$ cat config.mk
export PLATFORM = sky130hd
export DESIGN_NAME = blk_timing
export DESIGN_NICKNAME = d
export VERILOG_FILES = /design/src/rtl/blk_timing.sv
export SDC_FILE = /design/constraint.sdc
export NUM_CORES = 1
export LEC_CHECK = 0
export BUFFER_PORTS_ARGS = -buffer_cell sky130_fd_sc_hd__clkbuf_2
export CORE_MARGIN = 2
export CORE_UTILIZATION = 40
export DETAILED_ROUTE_END_ITERATION = 6
export GPL_ROUTABILITY_DRIVEN = 1
export SETUP_SLACK_MARGIN = 0.1
export SLEW_MARGIN = 20
export SYNTH_ARGS = -nofsm -noshare
export SYNTH_HDL_FRONTEND = slang
export SYNTH_SLANG_ARGS = --single-unit
$ cat constraint.sdc
create_clock -name clk_i -period 3.5 [get_ports clk_i]
set_input_delay 0.35 -clock clk_i [delete_from_list [all_inputs] [get_ports clk_i]]
set_output_delay 0.35 -clock clk_i [all_outputs]
set_load 0.03 [all_outputs]
$ cat src/rtl/blk_timing.sv
// Upstream timing stage for the per-block luminance buffer: tracks block geometry
// from DE/VSYNC, forwards pixels with one cycle of latency and emits save strobes.
module blk_timing #(
  parameter int HBLKS = 10,
  parameter int VBLKS = 10,
  parameter int BLK_W = 30,
  parameter int BLK_H = 30,
  parameter int V_DLY = 8
) (
  input  logic        clk_i,
  input  logic        rst_ni,
  input  logic        vs_i,
  input  logic        de_i,
  input  logic [23:0] wd_i,
  input  logic        clr_err_i,
  output logic        de_o,
  output logic [23:0] wd_o,
  output logic        h_save_o,
  output logic        v_save_o,
  output logic        frame_o,
  output logic        err_o
);

  localparam int PX_W  = (BLK_W > 1) ? $clog2(BLK_W) : 1;
  localparam int HB_W  = $clog2(HBLKS + 1);
  localparam int LN_W  = (BLK_H > 1) ? $clog2(BLK_H) : 1;
  localparam int VB_W  = $clog2(VBLKS + 1);
  localparam int CNT_W = $clog2(V_DLY);

  localparam logic [PX_W-1:0]  PX_LAST = PX_W'(BLK_W - 1);
  localparam logic [HB_W-1:0]  HB_END  = HB_W'(HBLKS);
  localparam logic [LN_W-1:0]  LN_LAST = LN_W'(BLK_H - 1);
  localparam logic [VB_W-1:0]  VB_END  = VB_W'(VBLKS);
  // The start decision lands one cycle after the final h_save_o and v_save_o is
  // registered, so the countdown covers V_DLY minus those two cycles.
  localparam logic [CNT_W-1:0] CD_LOAD = CNT_W'(V_DLY - 2);

  typedef enum logic {CD_IDLE, CD_COUNT} cd_state_e;

  cd_state_e        cd_state_q, cd_state_d;
  logic [CNT_W-1:0] cd_cnt_q, cd_cnt_d;
  logic [PX_W-1:0]  px_q, px_d, px_b;
  logic [HB_W-1:0]  hb_q, hb_d, hb_b;
  logic [LN_W-1:0]  ln_q, ln_d, ln_b;
  logic [VB_W-1:0]  vb_q, vb_d, vb_b;
  logic             vs_q, de_q, h_save_q, v_save_q, v_save_d, frame_q, err_q, err_d;
  logic             frame_seen_q;
  logic [23:0]      wd_q;

  logic vs_rise, in_row, active, px_wrap, line_end, row_done, err_set;

  assign vs_rise = vs_i & ~vs_q;

  // A frame start clears position before the same-cycle pixel is counted.
  assign px_b = vs_rise ? '0 : px_q;
  assign hb_b = vs_rise ? '0 : hb_q;
  assign ln_b = vs_rise ? '0 : ln_q;
  assign vb_b = vs_rise ? '0 : vb_q;

  assign in_row   = (hb_b != HB_END) && (vb_b != VB_END);
  assign active   = de_i & in_row;
  assign px_wrap  = active && (px_b == PX_LAST);
  assign line_end = de_q & ~de_i & ~vs_rise;
  assign row_done = line_end && (vb_q != VB_END) && (ln_q == LN_LAST);

  // NOTE: every always_comb output gets a default first so no path leaves it unassigned (no latch).
  always_comb begin
    px_d = px_b;
    hb_d = hb_b;
    ln_d = ln_b;
    vb_d = vb_b;
    if (active) begin
      if (px_wrap) begin
        px_d = '0;
        hb_d = hb_b + 1'b1;
      end else begin
        px_d = px_b + 1'b1;
      end
    end else if (line_end && (vb_q != VB_END)) begin
      px_d = '0;
      hb_d = '0;
      if (ln_q == LN_LAST) begin
        ln_d = '0;
        vb_d = vb_q + 1'b1;
      end else begin
        ln_d = ln_q + 1'b1;
      end
    end
  end

  always_comb begin
    cd_state_d = cd_state_q;
    cd_cnt_d   = cd_cnt_q;
    v_save_d   = 1'b0;
    if (vs_rise) begin
      cd_state_d = CD_IDLE;
      cd_cnt_d   = '0;
    end else begin
      unique case (cd_state_q)
        CD_IDLE: begin
          if (row_done) begin
            cd_state_d = CD_COUNT;
            cd_cnt_d   = CD_LOAD;
          end
        end
        CD_COUNT: begin
          if (cd_cnt_q == '0) begin
            v_save_d   = 1'b1;
            cd_state_d = CD_IDLE;
          end else begin
            cd_cnt_d = cd_cnt_q - 1'b1;
          end
          if (row_done) begin
            cd_state_d = CD_COUNT;
            cd_cnt_d   = CD_LOAD;
          end
        end
        default: cd_state_d = CD_IDLE;
      endcase
    end
  end

  // Geometry errors: overflow pixel, ragged line, DE inside the countdown, short frame.
  assign err_set = (de_i & ~in_row)
                 | (line_end & ((px_q != '0) || (hb_q != HB_END)))
                 | (de_i & (cd_state_q == CD_COUNT) & ~vs_rise)
                 | (vs_rise & frame_seen_q & (vb_q != VB_END));

  assign err_d = clr_err_i ? 1'b0 : (err_q | err_set);

  // NOTE: sequential state uses non-blocking assignments only; blocking here would race the readers.
  always_ff @(posedge clk_i or negedge rst_ni) begin
    if (!rst_ni) begin
      cd_state_q   <= CD_IDLE;
      cd_cnt_q     <= '0;
      px_q         <= '0;
      hb_q         <= '0;
      ln_q         <= '0;
      vb_q         <= '0;
      vs_q         <= 1'b0;
      de_q         <= 1'b0;
      wd_q         <= '0;
      h_save_q     <= 1'b0;
      v_save_q     <= 1'b0;
      frame_q      <= 1'b0;
      err_q        <= 1'b0;
      frame_seen_q <= 1'b0;
    end else begin
      cd_state_q   <= cd_state_d;
      cd_cnt_q     <= cd_cnt_d;
      px_q         <= px_d;
      hb_q         <= hb_d;
      ln_q         <= ln_d;
      vb_q         <= vb_d;
      vs_q         <= vs_i;
      de_q         <= de_i;
      wd_q         <= wd_i;
      h_save_q     <= px_wrap;
      v_save_q     <= v_save_d;
      frame_q      <= vs_rise;
      err_q        <= err_d;
      frame_seen_q <= frame_seen_q | vs_rise;
    end
  end

  assign de_o     = de_q;
  assign wd_o     = wd_q;
  assign h_save_o = h_save_q;
  assign v_save_o = v_save_q;
  assign frame_o  = frame_q;
  assign err_o    = err_q;

endmodule

==> out/qor.txt, run 1 <==
Run status = completed
CTS root buffer = clkbuf_8
Hold crit path type = primary input to asynchronous set/reset pin
Cts repair resizes = 0
Max-cap violations = 0
Post-CTS Hold Fix Bufs = 0
Measured slew at the worst slew-check pin = 0.844 ns
Startpoint Class = flop
Seq. cell area = 1330 um2
Die Area = 6000 um2
Routed Antenna Nets = 0
Multi-input gate area = 777 um2
Die H = 77.5 um
Post-DP HPWL = 3.21 mm
Sw Pwr = 0.000312 W
First-pass GRT wire length = 7.00 mm
Via density per instance = 4.94
GRT Overall Usage = 15.1%
Sw frac = 26.9%
Clock sink count = 53
GRT Residual Overflow = 0
Die extent in x = 77.5 um
Xor/xnor share of the synthesized area = 1.22%
Post-synthesis sequential element count = 53
Critical Path Sink Type = flop
Cts bufs inserted = 5
Syn Area/Cell = 12.0 um2
Total Wirelength = 4.24 mm
DR iter-0 viols = 48
Pin count of the biggest net entering global routing = 36
Maximum vdd drop = 175 uV
Flop pwr share = 56.9%
Clk pin slew, worst setup/hold paths = 0.10 ns
Mux cell area share after synthesis = 1.91%
# IOs = 58
Lkg Pwr = 1.32 nW
RSZ-0062 raised after global routing = no
Max-slew violations = 0
Synth top area share = 61.4%
DRC viols = 0
Vias in the first global route = 1473
Worst EP arrival = 2.77 ns
Final worst path period share = 73.2%
Slew headroom = 43.7%
Synth Area in Compound Gates = 10.0%
Yosys cell types = 48
Most common cell in the netlist = dfrtp_1
Core area = 5170 um2
Via count = 1541
Synthesized instance count = 180
Fin util = 50.6%
Highest net fanout along the worst path = 17
Share of cells above drive strength 1 = 30.2%
Final min period = 2.56 ns
Final TNS setup = 0 ns
YS warnings = 0
Initial antenna violation count = 0
CTS tree = done
Fin Clk Skew = 0.00721 ns
Main synth FF type = dfrtp_1
Number of diodes = 0
Final net count = 280
Pwr/cell area = 442 nW/um2
# Post-CTS Setup Buffers = 0
Layout area overhead = 21.3%
First drt pass iteration count = 4
Clock Path Buffers = 2
Synth Cell Area = 2160 um2
Synth Area in Simple Gates = 17.0%
Main combinational cell family by area after synthesis = simple AND/OR/NAND/NOR gates
GP Congestion = 0.817
Clock power frac = 32.0%
Wire per inst = 13.6 um
H-tree depth = 2
Initial core utilization = 41.7%
Post-synth EDFFs = 0
FILL cells = 492
Largest area contributor in the netlist = dfrtp_1
Worst Setup Path Type = flop to flop
Final hold viol count = 0
Internal Power = 0.000846 W
Port Buf Inserts = 57
Worst EP required = 3.71 ns
Main area contributors after synthesis = dfrtp_1 61%, ha_1 5.8%, nand2_1 2.6%, a21oi_1 1.9%, nand3_1 1.9%
Syn Nets = 219
Fmax = 390 MHz
Site Rows = 26
Register area share after synthesis = 61.4%
Synth cell count leaders = 53 x dfrtp_1, 15 x nand2_1, 10 x ha_1, 10 x nor2_1
Post-Synth Adder-Cell Area = 5.80%
Endpoints failing setup = 0
Ys async rst share = 100%
Worst skew pair latency = 0.31 ns
Comb power frac = 11.2%
-- sequential cells by signal, summed over array words and instances, names as in the netlist --
signal        cells
frame_o           1
frame_seen_q      1
v_save_o          1
h_save_o          1
ln_q              5
cd_cnt_q          3
hb_q              4
vb_q              4
cd_state_q        1
de_o              1
err_o             1
vs_q              1
wd_o             24
px_q              5
-- cells by family after synthesis --
logic type      after synthesis
buf+inv                      13
mux                           4
xor+xnor                      3
flops                        53
compound gates               32
simple gates                 65
fa+ha+maj                    10
-- through the flow --
stage	power, W	std cells	hold WS, ns	cell area [um2]	setup slack (ns)
after floorplan	0.000742	180	0.0544	2160	1.34
after global placement	0.000800	304	0.459	2520	0.952
after detailed placement	0.000802	304	0.452	2520	0.907
after CTS	0.00118	312	0.126	2620	0.972
after global routing	0.00121	312	0.115	2620	0.724
final	0.00116	312	0.125	2620	0.937
-- power by group through the flow --
stage | Clock [W] | Sequential (W) | Combinational, W
global route | 0.000406 | 0.000661 | 0.000142
floorplan | 0 | 0.000700 | 0.0000422
detailed placement | 0 | 0.000670 | 0.000132
CTS | 0.000386 | 0.000658 | 0.000132
global placement | 0 | 0.000669 | 0.000130
finish | 0.000370 | 0.000658 | 0.000130
-- critical path, cell delays in order (launching register included) --
cell	delay, ns
dfrtp_1	0.34
nand2b_1	0.50
nand2_1	0.26
ha_1	0.25
and3b_1	0.21
or2_1	0.32
or4_1	0.49
o311ai_1	0.09
-- routing by layer --
| metal | track usage [%] | part of all wire, % | wire length [um] |
|---|---|---|---|
| met1 | 19.0 | 44 | 1860 |
| met2 | 24.3 | 50 | 2130 |
| met3 | 4.19 | 4.5 | 190 |
| met4 | 6.61 | 1.3 | 57 |
| met5 | 0 | 0 | 0 |
-- final timing paths --
kind,startpoint,endpoint,slack [ns],cells past startpoint
setup / recovery,vs_q,px_q[2],0.94,7
hold / removal,rst_ni,wd_o[16],0.13,1
setup reg to reg,vs_q,px_q[2],0.94,7
hold reg to reg,frame_seen_q,frame_seen_q,0.47,1
max in group asynchronous,rst_ni,ln_q[2],2.61,2
min in group clk_i,wd_i[9],wd_o[9],0.14,1
-- cells in the final DEF (no fill, tap or decap), types with 2 or more instances in the layout --
master,n
xor2_1,2
o2bb2ai_1,2
nand3_1,8
nand4_1,5
and3b_1,3
or4_1,2
ha_1,10
mux2i_1,3
o21ai_1,2
nor2_1,10
nor4_2,2
inv_1,8
o21ai_0,3
nand2_1,15
nor3_1,3
dfrtp_1,53
nand2b_1,4
a31oi_1,4
a21o_1,2
a21oi_1,8
clkbuf_8,6
and2_1,2
clkbuf_2,57
or2_1,2
-- final cells by class --
| class | instances | share of cell area (%) |
|---|---|---|
| clock buffer | 6 | 3.15 |
| clock inverter | 2 | 0.669 |
| inverter | 9 | 1.29 |
| multi-input combinational | 114 | 29.7 |
| sequential | 53 | 50.7 |
| tap | 70 | 3.35 |
| timing repair buffer | 58 | 11.2 |
(Power assumes the default switching activity.)
==> inputs of run 2 (changes only) <==
--- a/config.mk
+++ b/config.mk
@@ -5,11 +5,13 @@
 export SDC_FILE = /design/constraint.sdc
 export NUM_CORES = 1
 export LEC_CHECK = 0
+export ABC_AREA = 1
 export BUFFER_PORTS_ARGS = -buffer_cell sky130_fd_sc_hd__clkbuf_2
 export CORE_MARGIN = 2
 export CORE_UTILIZATION = 40
 export DETAILED_ROUTE_END_ITERATION = 6
 export GPL_ROUTABILITY_DRIVEN = 1
+export PLACE_DENSITY = 0.66
 export SETUP_SLACK_MARGIN = 0.1
 export SLEW_MARGIN = 20
 export SYNTH_ARGS = -nofsm -noshare
==> constraint.sdc (replaced) <==
create_clock -name clk_i -period 2.3 [get_ports clk_i]
set_input_delay 0.23 -clock clk_i [delete_from_list [all_inputs] [get_ports clk_i]]
set_output_delay 0.23 -clock clk_i [all_outputs]
set_load 0.03 [all_outputs]
==> run 2 against run 1 <==
  * Via count rose by 5.7%
  * Sequential share of layout area fell by 2.8 points
  * Flip-flop and latch count did not move
  * Hold slack got worse by 0.11 ns
  * Synthesized cell count rose by 19%
  * First-iteration DRC count rose by 52%
  * Critical path type unchanged
==> out/qor.txt, run 2 <==
Final WS setup = 0.529 ns (was 0.937 ns)
DP Area = 2610 um2 (was 2520 um2)
Max-slew violations = 0 (unchanged)
Post-Place Setup Slack = 0.561 ns (was 0.907 ns)
Worst Setup Path Type = flop to flop (unchanged)
Clock Path Buffers = 2 (unchanged)
Post-CTS Hold Fix Bufs = 0 (unchanged)
Syn Area/Cell = 10.5 um2 (was 12.0 um2)
Internal Power = 0.00129 W (was 0.000846 W)
Total Wirelength = 4.19 mm (was 4.24 mm)
Largest register FFs = 24 (unchanged)
CTS tree = done (unchanged)
Final TNS setup = 0 ns (unchanged)
Measured slew at the worst slew-check pin = 0.651 ns (was 0.844 ns)
Synth top area share = 58.8% (was 61.4%)
Synth Cell Area = 2260 um2 (was 2160 um2)
Sw Pwr = 0.000515 W (was 0.000312 W)
Core area = 5470 um2 (was 5170 um2)
Initial core utilization = 41.2% (was 41.7%)
Initial antenna violation count = 0 (unchanged)
Die H = 79.1 um (was 77.5 um)
# IOs = 58 (unchanged)
Ys async rst share = 100% (unchanged)
Share of cells above drive strength 1 = 31.1% (was 30.2%)
Yosys cell types = 31 (was 48)
Site Rows = 27 (was 26)
Commonest non-fill, non-tap cell in the layout = clkbuf_2 (unchanged)
GP Congestion = 0.776 (was 0.817)
Critical Path Sink Type = flop (unchanged)
Flop pwr share = 55.6% (was 56.9%)
First-pass GRT wire length = 7.04 mm (was 7.00 mm)
Final net count = 321 (was 280)
DRC viols = 0 (unchanged)
Final worst path period share = 77.0% (was 73.2%)
Via count = 1629 (was 1541)
CTS root buffer = clkbuf_8 (unchanged)
Cts bufs inserted = 5 (unchanged)
Lkg Pwr = 1.45 nW (was 1.32 nW)
RSZ-0062 raised after global routing = no (unchanged)
Cts repair resizes = 0 (unchanged)
Fin Clk Skew = 0.00370 ns (was 0.00721 ns)
H-tree depth = 2 (unchanged)
Most frequent cells in the layout = 57 x clkbuf_2, 53 x dfrtp_1, 46 x nand2_1 (was 57 x clkbuf_2, 53 x dfrtp_1, 15 x nand2_1)
Worst-case hold slack = 0.0170 ns (was 0.125 ns)
Worst skew pair latency = 0.31 ns (about the same)
DR iter-0 viols = 73 (was 48)
Hold crit path type = primary input to asynchronous set/reset pin (unchanged)
Final hold viol count = 0 (unchanged)
Die extent in x = 79.1 um (was 77.5 um)
Register area share after synthesis = 58.8% (was 61.4%)
Via density per instance = 4.59 (was 4.94)
First drt pass iteration count = 4 (unchanged)
Routed Antenna Nets = 0 (unchanged)
Post-route design area = 2770 um2 (was 2620 um2)
Syn Nets = 253 (was 219)
Clk pin slew, worst setup/hold paths = 0.10 ns (about the same)
Post-synth EDFFs = 0 (unchanged)
Die Area = 6260 um2 (was 6000 um2)
Highest net fanout along the worst path = 17 (unchanged)
GRT Residual Overflow = 0 (unchanged)
# Post-CTS Setup Buffers = 0 (unchanged)
Max-cap violations = 0 (unchanged)
Port Buf Inserts = 57 (unchanged)
Startpoint Class = flop (unchanged)
Worst EP required = 2.50 ns (was 3.71 ns)
Largest area contributor in the netlist = dfrtp_1 (unchanged)
Final min period = 1.77 ns (was 2.56 ns)
YS warnings = 0 (unchanged)
GRT Overall Usage = 14.4% (was 15.1%)
Post-synthesis sequential element count = 53 (unchanged)
Number of diodes = 0 (unchanged)
Main area contributors after synthesis = dfrtp_1 59%, nand2_1 7.6%, ha_1 5.5%, nand3_1 4.2%, inv_1 2.8% (was dfrtp_1 61%, ha_1 5.8%, nand2_1 2.6%, a21oi_1 1.9%, nand3_1 1.9%)
Run status = completed (unchanged)
Post-DP HPWL = 3.04 mm (was 3.21 mm)
Wire per inst = 11.8 um (was 13.6 um)
Comb power frac = 13.3% (was 11.2%)
FILL cells = 528 (was 492)
Sw frac = 28.6% (was 26.9%)
Pwr/cell area = 651 nW/um2 (was 442 nW/um2)
Worst EP arrival = 1.98 ns (was 2.77 ns)
Most common cell in the netlist = dfrtp_1 (unchanged)
Synth cell count leaders = 53 x dfrtp_1, 46 x nand2_1, 19 x nand3_1 (was 53 x dfrtp_1, 15 x nand2_1, 10 x ha_1, 10 x nor2_1)
Pin count of the biggest net entering global routing = 54 (was 36)
Vias in the first global route = 1584 (was 1473)
Clock power frac = 31.1% (was 32.0%)
Synthesized instance count = 214 (was 180)
Maximum vdd drop = 360 uV (was 175 uV)
Main synth FF type = dfrtp_1 (unchanged)
Layout area overhead = 22.7% (was 21.3%)
Clock sink count = 53 (unchanged)
Fmax = 565 MHz (was 390 MHz)
Slew headroom = 56.6% (was 43.7%)
Endpoints failing setup = 0 (unchanged)
run 2: changes by cell type in the layout (fill, tap and decap cells not counted), sizes merged, moves of 3 or more:
cell	delta
nor2	+10
inv	+14
nand3	+15
o21ai	+7
nor3	-4
nand2	+34
nand2b	-4
a21oi	-5
dlygate4sd3	+6
nand4	-3
and3b	-3
run 2: cell type report:
| cell class | count | area (um2) | area share (%) |
|---|---|---|---|
| clock buffers | 5 | 68.8 | 2.48 |
| flip-flops and latches | 53 | 1330 | 47.9 |
| multi-input cells | 134 | 812 | 29.3 |
| repair buffers | 64 | 353 | 12.7 |
| inverters | 24 | 91.3 | 3.30 |
| clock inverters | 3 | 28.8 | 1.04 |
| well taps | 72 | 90.1 | 3.25 |
run 2: logic make-up (layout without fill, tap and decap cells):
kind of cell             after synthesis  in the layout  synth area share [%]
adder cells (fa/ha/maj)               10             10                  5.54
multiplexers                           1              1                 0.443
AO/OA/AOI/OAI                         19             19                  4.88
buffers and inverters                 27             96                  5.27
AND/OR/NAND/NOR                       97             97                  22.4
XOR/XNOR                               7              7                  2.72
flip-flops                            53             53                  58.8
run 2: path summary, 6_finish.rpt:
| kind | endpoint | slack [ns] | startpoint | depth (start not counted) |
|---|---|---|---|---|
| min in group clk_i | wd_o[19] | 0.02 | wd_i[19] | 1 |
| min reg2reg | cd_cnt_q[1] | 0.51 | cd_cnt_q[1] | 2 |
| max reg2reg | hb_q[2] | 0.53 | vs_q | 11 |
| min | wd_o[20] | 0.02 | rst_ni | 2 |
| max in group asynchronous | frame_o | 1.85 | rst_ni | 2 |
| max | hb_q[2] | 0.53 | vs_q | 11 |
run 2: metrics by stage:
stage	power, W	util [%]	instances
final	0.00180	50.6	355
after global routing	0.00189	50.6	355
after CTS	0.00183	49.5	349
after detailed placement	0.00126	47.7	341
after global placement	0.00125	47.7	341
after floorplan	0.00116	-	214
run 2: power groups by stage:
stage | registers, W | clock network, W | logic, W
after global placement | 0.00102 | 0 | 0.000229
after global routing | 0.00101 | 0.000620 | 0.000266
after floorplan | 0.00107 | 0 | 0.0000945
final | 0.00100 | 0.000560 | 0.000240
after CTS | 0.00100 | 0.000586 | 0.000237
after detailed placement | 0.00102 | 0 | 0.000236
run 2: routing by layer:
layer	vias to the layer above	share of wire (%)	routed length, um	global-route usage (%)
li1	815	-	-	-
met1	780	43	1800	16.3
met2	30	53	2210	26.4
met3	4	3.1	129	3.30
met4	0	1.1	48	5.34
met5	-	0	0	0
run 2: critical path: stages, from the launching register on:
cell	delay, ns
dfrtp_1	0.41
inv_2	0.07
nand2_4	0.20
nand2_1	0.13
inv_1	0.10
ha_1	0.14
nand2_1	0.05
nand3b_4	0.17
nor2_4	0.19
nand2_1	0.07
nand3_1	0.07
nand2_1	0.06
==> inputs of run 3 (changes only) <==
==> constraint.sdc (replaced) <==
create_clock -name clk_i -period 1.61 [get_ports clk_i]
set_input_delay 0.161 -clock clk_i [delete_from_list [all_inputs] [get_ports clk_i]]
set_output_delay 0.161 -clock clk_i [all_outputs]
set_load 0.03 [all_outputs]
==> run 3 against run 2 <==
  * Core utilization up 11 points
  * Clock-buffer cell count up 1
  * Clock skew up 0.00051 ns
  * Combinational power up 110%
  * Critical path type unchanged
  * Largest power group unchanged
  * Final cell count up 13%
  * Critical endpoint unchanged
  * Total power up 51%
==> out/qor.txt, run 3 (synthesis gave the netlist of run 2 again) <==
Run status = completed (unchanged)
Post-Place Setup Slack = -0.0460 ns (was 0.561 ns)
Measured slew at the worst slew-check pin = 0.387 ns (was 0.651 ns)
Share of cells above drive strength 1 = 42.4% (was 31.1%)
CTS root buffer = clkbuf_8 (unchanged)
Die Area = 6260 um2 (unchanged)
GRT Residual Overflow = 0 (unchanged)
Fmax = 636 MHz (was 565 MHz)
Max-slew violations = 0 (unchanged)
DR top layer = met4 (unchanged)
Routed metal-1 wire length = 2.05 mm (was 1.80 mm)
Via density per instance = 4.64 (was 4.59)
Slowest stage delay, CP = 0.41 ns (about the same)
Pin count of the biggest net entering global routing = 41 (was 54)
Site Rows = 27 (unchanged)
Post-DP HPWL = 3.24 mm (was 3.04 mm)
Critical-path top delay cell = dfrtp_1 (unchanged)
Post-route design area = 3360 um2 (was 2770 um2)
RSZ-0062 raised after global routing = yes (was no)
Maximum vdd drop = 373 uV (was 360 uV)
Final net count = 368 (was 321)
Worst skew pair latency = 0.31 ns (about the same)
Die H = 79.1 um (unchanged)
Endpoints failing setup = 0 (unchanged)
CTS tree = done (unchanged)
Worst EP arrival = 1.78 ns (was 1.98 ns)
Worst EP required = 1.81 ns (was 2.50 ns)
First-pass GRT wire length = 8.09 mm (was 7.04 mm)
Final min period = 1.57 ns (was 1.77 ns)
Highest net fanout along the worst path = 7 (was 17)
Clock sink count = 53 (unchanged)
CP cell instances = buf_6, nor2_4, nor2_4, ha_4, nand3_4, nand3_4, nor2_4, nand2_1, nand3_1, nand2_1 (was inv_2, nand2_4, nand2_1, inv_1, ha_1, nand2_1, nand3b_4, nor2_4, nand2_1, nand3_1, nand2_1)
Commonest non-fill, non-tap cell in the layout = clkbuf_2 (unchanged)
Cts bufs inserted = 5 (unchanged)
Startpoint Class = flop (unchanged)
Via count = 1864 (was 1629)
# IOs = 58 (unchanged)
Initial core utilization = 41.2% (unchanged)
Slew headroom = 74.2% (was 56.6%)
Final worst path period share = 97.7% (was 77.0%)
Vias in the first global route = 1785 (was 1584)
Metal2 WL = 2.85 mm (was 2.21 mm)
Delay-heaviest family, CP = simple AND/OR/NAND/NOR gates (unchanged)
Clock power frac = 29.2% (was 31.1%)
Critical Path Sink Type = flop (unchanged)
Largest register FFs = 24 (unchanged)
Sw frac = 27.9% (was 28.6%)
Most frequent cells in the layout = 57 x clkbuf_2, 53 x dfrtp_1, 37 x nand2_1 (was 57 x clkbuf_2, 53 x dfrtp_1, 46 x nand2_1)
Number of diodes = 0 (unchanged)
Fin util = 61.5% (was 50.6%)
Layout area overhead = 49.1% (was 22.7%)
DR iter-0 viols = 98 (was 73)
Final hold viol count = 0 (unchanged)
FILL cells = 462 (was 528)
Routed Antenna Nets = 0 (unchanged)
Non-filler cells, final = 402 (was 355)
Die extent in x = 79.1 um (unchanged)
Port Buf Inserts = 57 (unchanged)
Max-cap violations = 0 (unchanged)
Fin Clk Skew = 0.00421 ns (was 0.00370 ns)
Top cell by count, worst path = nor2_4 (was nand2_1)
Pwr/cell area = 811 nW/um2 (was 651 nW/um2)
Power consumption = 0.00273 W (was 0.00180 W)
Critical path buffers and inverters = 1 (was 2)
GP Congestion = 0.834 (was 0.776)
Lkg Pwr = 1.68 nW (was 1.45 nW)
GRT Overall Usage = 16.6% (was 14.4%)
Hold crit path type = primary input to flop (was primary input to asynchronous set/reset pin)
Final WS setup = 0.0369 ns (was 0.529 ns)
DRC viols = 0 (unchanged)
Clock Path Buffers = 2 (unchanged)
Sw Pwr = 0.000762 W (was 0.000515 W)
Comb power frac = 18.0% (was 13.3%)
Placed Instances = 348 (was 341)
Met3 wire len = 162 um (was 129 um)
DP Area = 2690 um2 (was 2610 um2)
Initial antenna violation count = 0 (unchanged)
Worst Setup Path Type = flop to flop (unchanged)
Wire per inst = 12.7 um (was 11.8 um)
First drt pass iteration count = 4 (unchanged)
Core area = 5470 um2 (unchanged)
Total Wirelength = 5.12 mm (was 4.19 mm)
Clk pin slew, worst setup/hold paths = 0.10 ns (about the same)
Flop pwr share = 52.8% (was 55.6%)
H-tree depth = 2 (unchanged)
Internal Power = 0.00197 W (was 0.00129 W)
[run 3: timing repair]
item / 4_1_cts / 5_1_grt
buffers inserted: 8 / 11
setup endpoints to repair: 14 / 21
pin swaps: 12 / 9
cloned: 0 / 1
resized for setup: 23 / 17
hold endpoints to repair: 37 / 1
hold buffers: 25 / 1
[run 3: area by class of cell]
class                   count  area (um2)  area share, %
flip-flops and latches     53        1330           39.4
multi-input cells         135         977           29.0
repair buffers            110         776           23.1
inverters                  24        96.3           2.86
well taps                  72        90.1           2.68
clock buffers               6        82.6           2.45
clock inverters             2        16.3          0.483
[run 3: power groups by stage]
| stage | Combinational, W | Clock, W | Sequential [W] |
|---|---|---|---|
| finish | 0.000492 | 0.000798 | 0.00144 |
| global route | 0.000538 | 0.000869 | 0.00145 |
| CTS | 0.000448 | 0.000822 | 0.00144 |
| detailed placement | 0.000354 | 0 | 0.00146 |
| global placement | 0.000348 | 0 | 0.00146 |
| floorplan | 0.000140 | 0 | 0.00153 |
[run 3: per-stage QoR]
stage / hold WS [ns] / setup TNS, ns
2_1_floorplan: -0.135 / 0
3_5_place_dp: 0.0939 / -0.111
6_report: 0.0749 / 0
5_1_grt: 0.0687 / -0.211
4_1_cts: 0.00627 / 0
3_3_place_gp: 0.0904 / 0
[run 3: worst register-to-register path: cells and delay by family (launching register included)]
| family | cells | cell delay, ns |
|---|---|---|
| buffers and inverters | 1 | 0.13 |
| adders and majority gates | 1 | 0.16 |
| and+or+nand+nor | 8 | 0.77 |
| DFF | 1 | 0.41 |
[run 3: worst paths after layout]
| check | from | to | slack (ns) | cells past startpoint |
|---|---|---|---|---|
| min | de_i | de_o | 0.07 | 1 |
| min reg2reg | cd_cnt_q[1] | cd_cnt_q[1] | 0.49 | 2 |
| min in group asynchronous | rst_ni | wd_o[1] | 0.30 | 2 |
| max in group asynchronous | rst_ni | cd_cnt_q[0] | 0.78 | 3 |
| max | vs_q | hb_q[2] | 0.04 | 10 |
| max reg2reg | vs_q | hb_q[2] | 0.04 | 10 |
[run 3: layer usage]
metal / up-vias / GRT usage [%]
li1: 917 / -
met1: 910 / 20.2
met2: 28 / 29.3
met3: 9 / 4.09
met4: 0 / 4.83
met5: - / 0
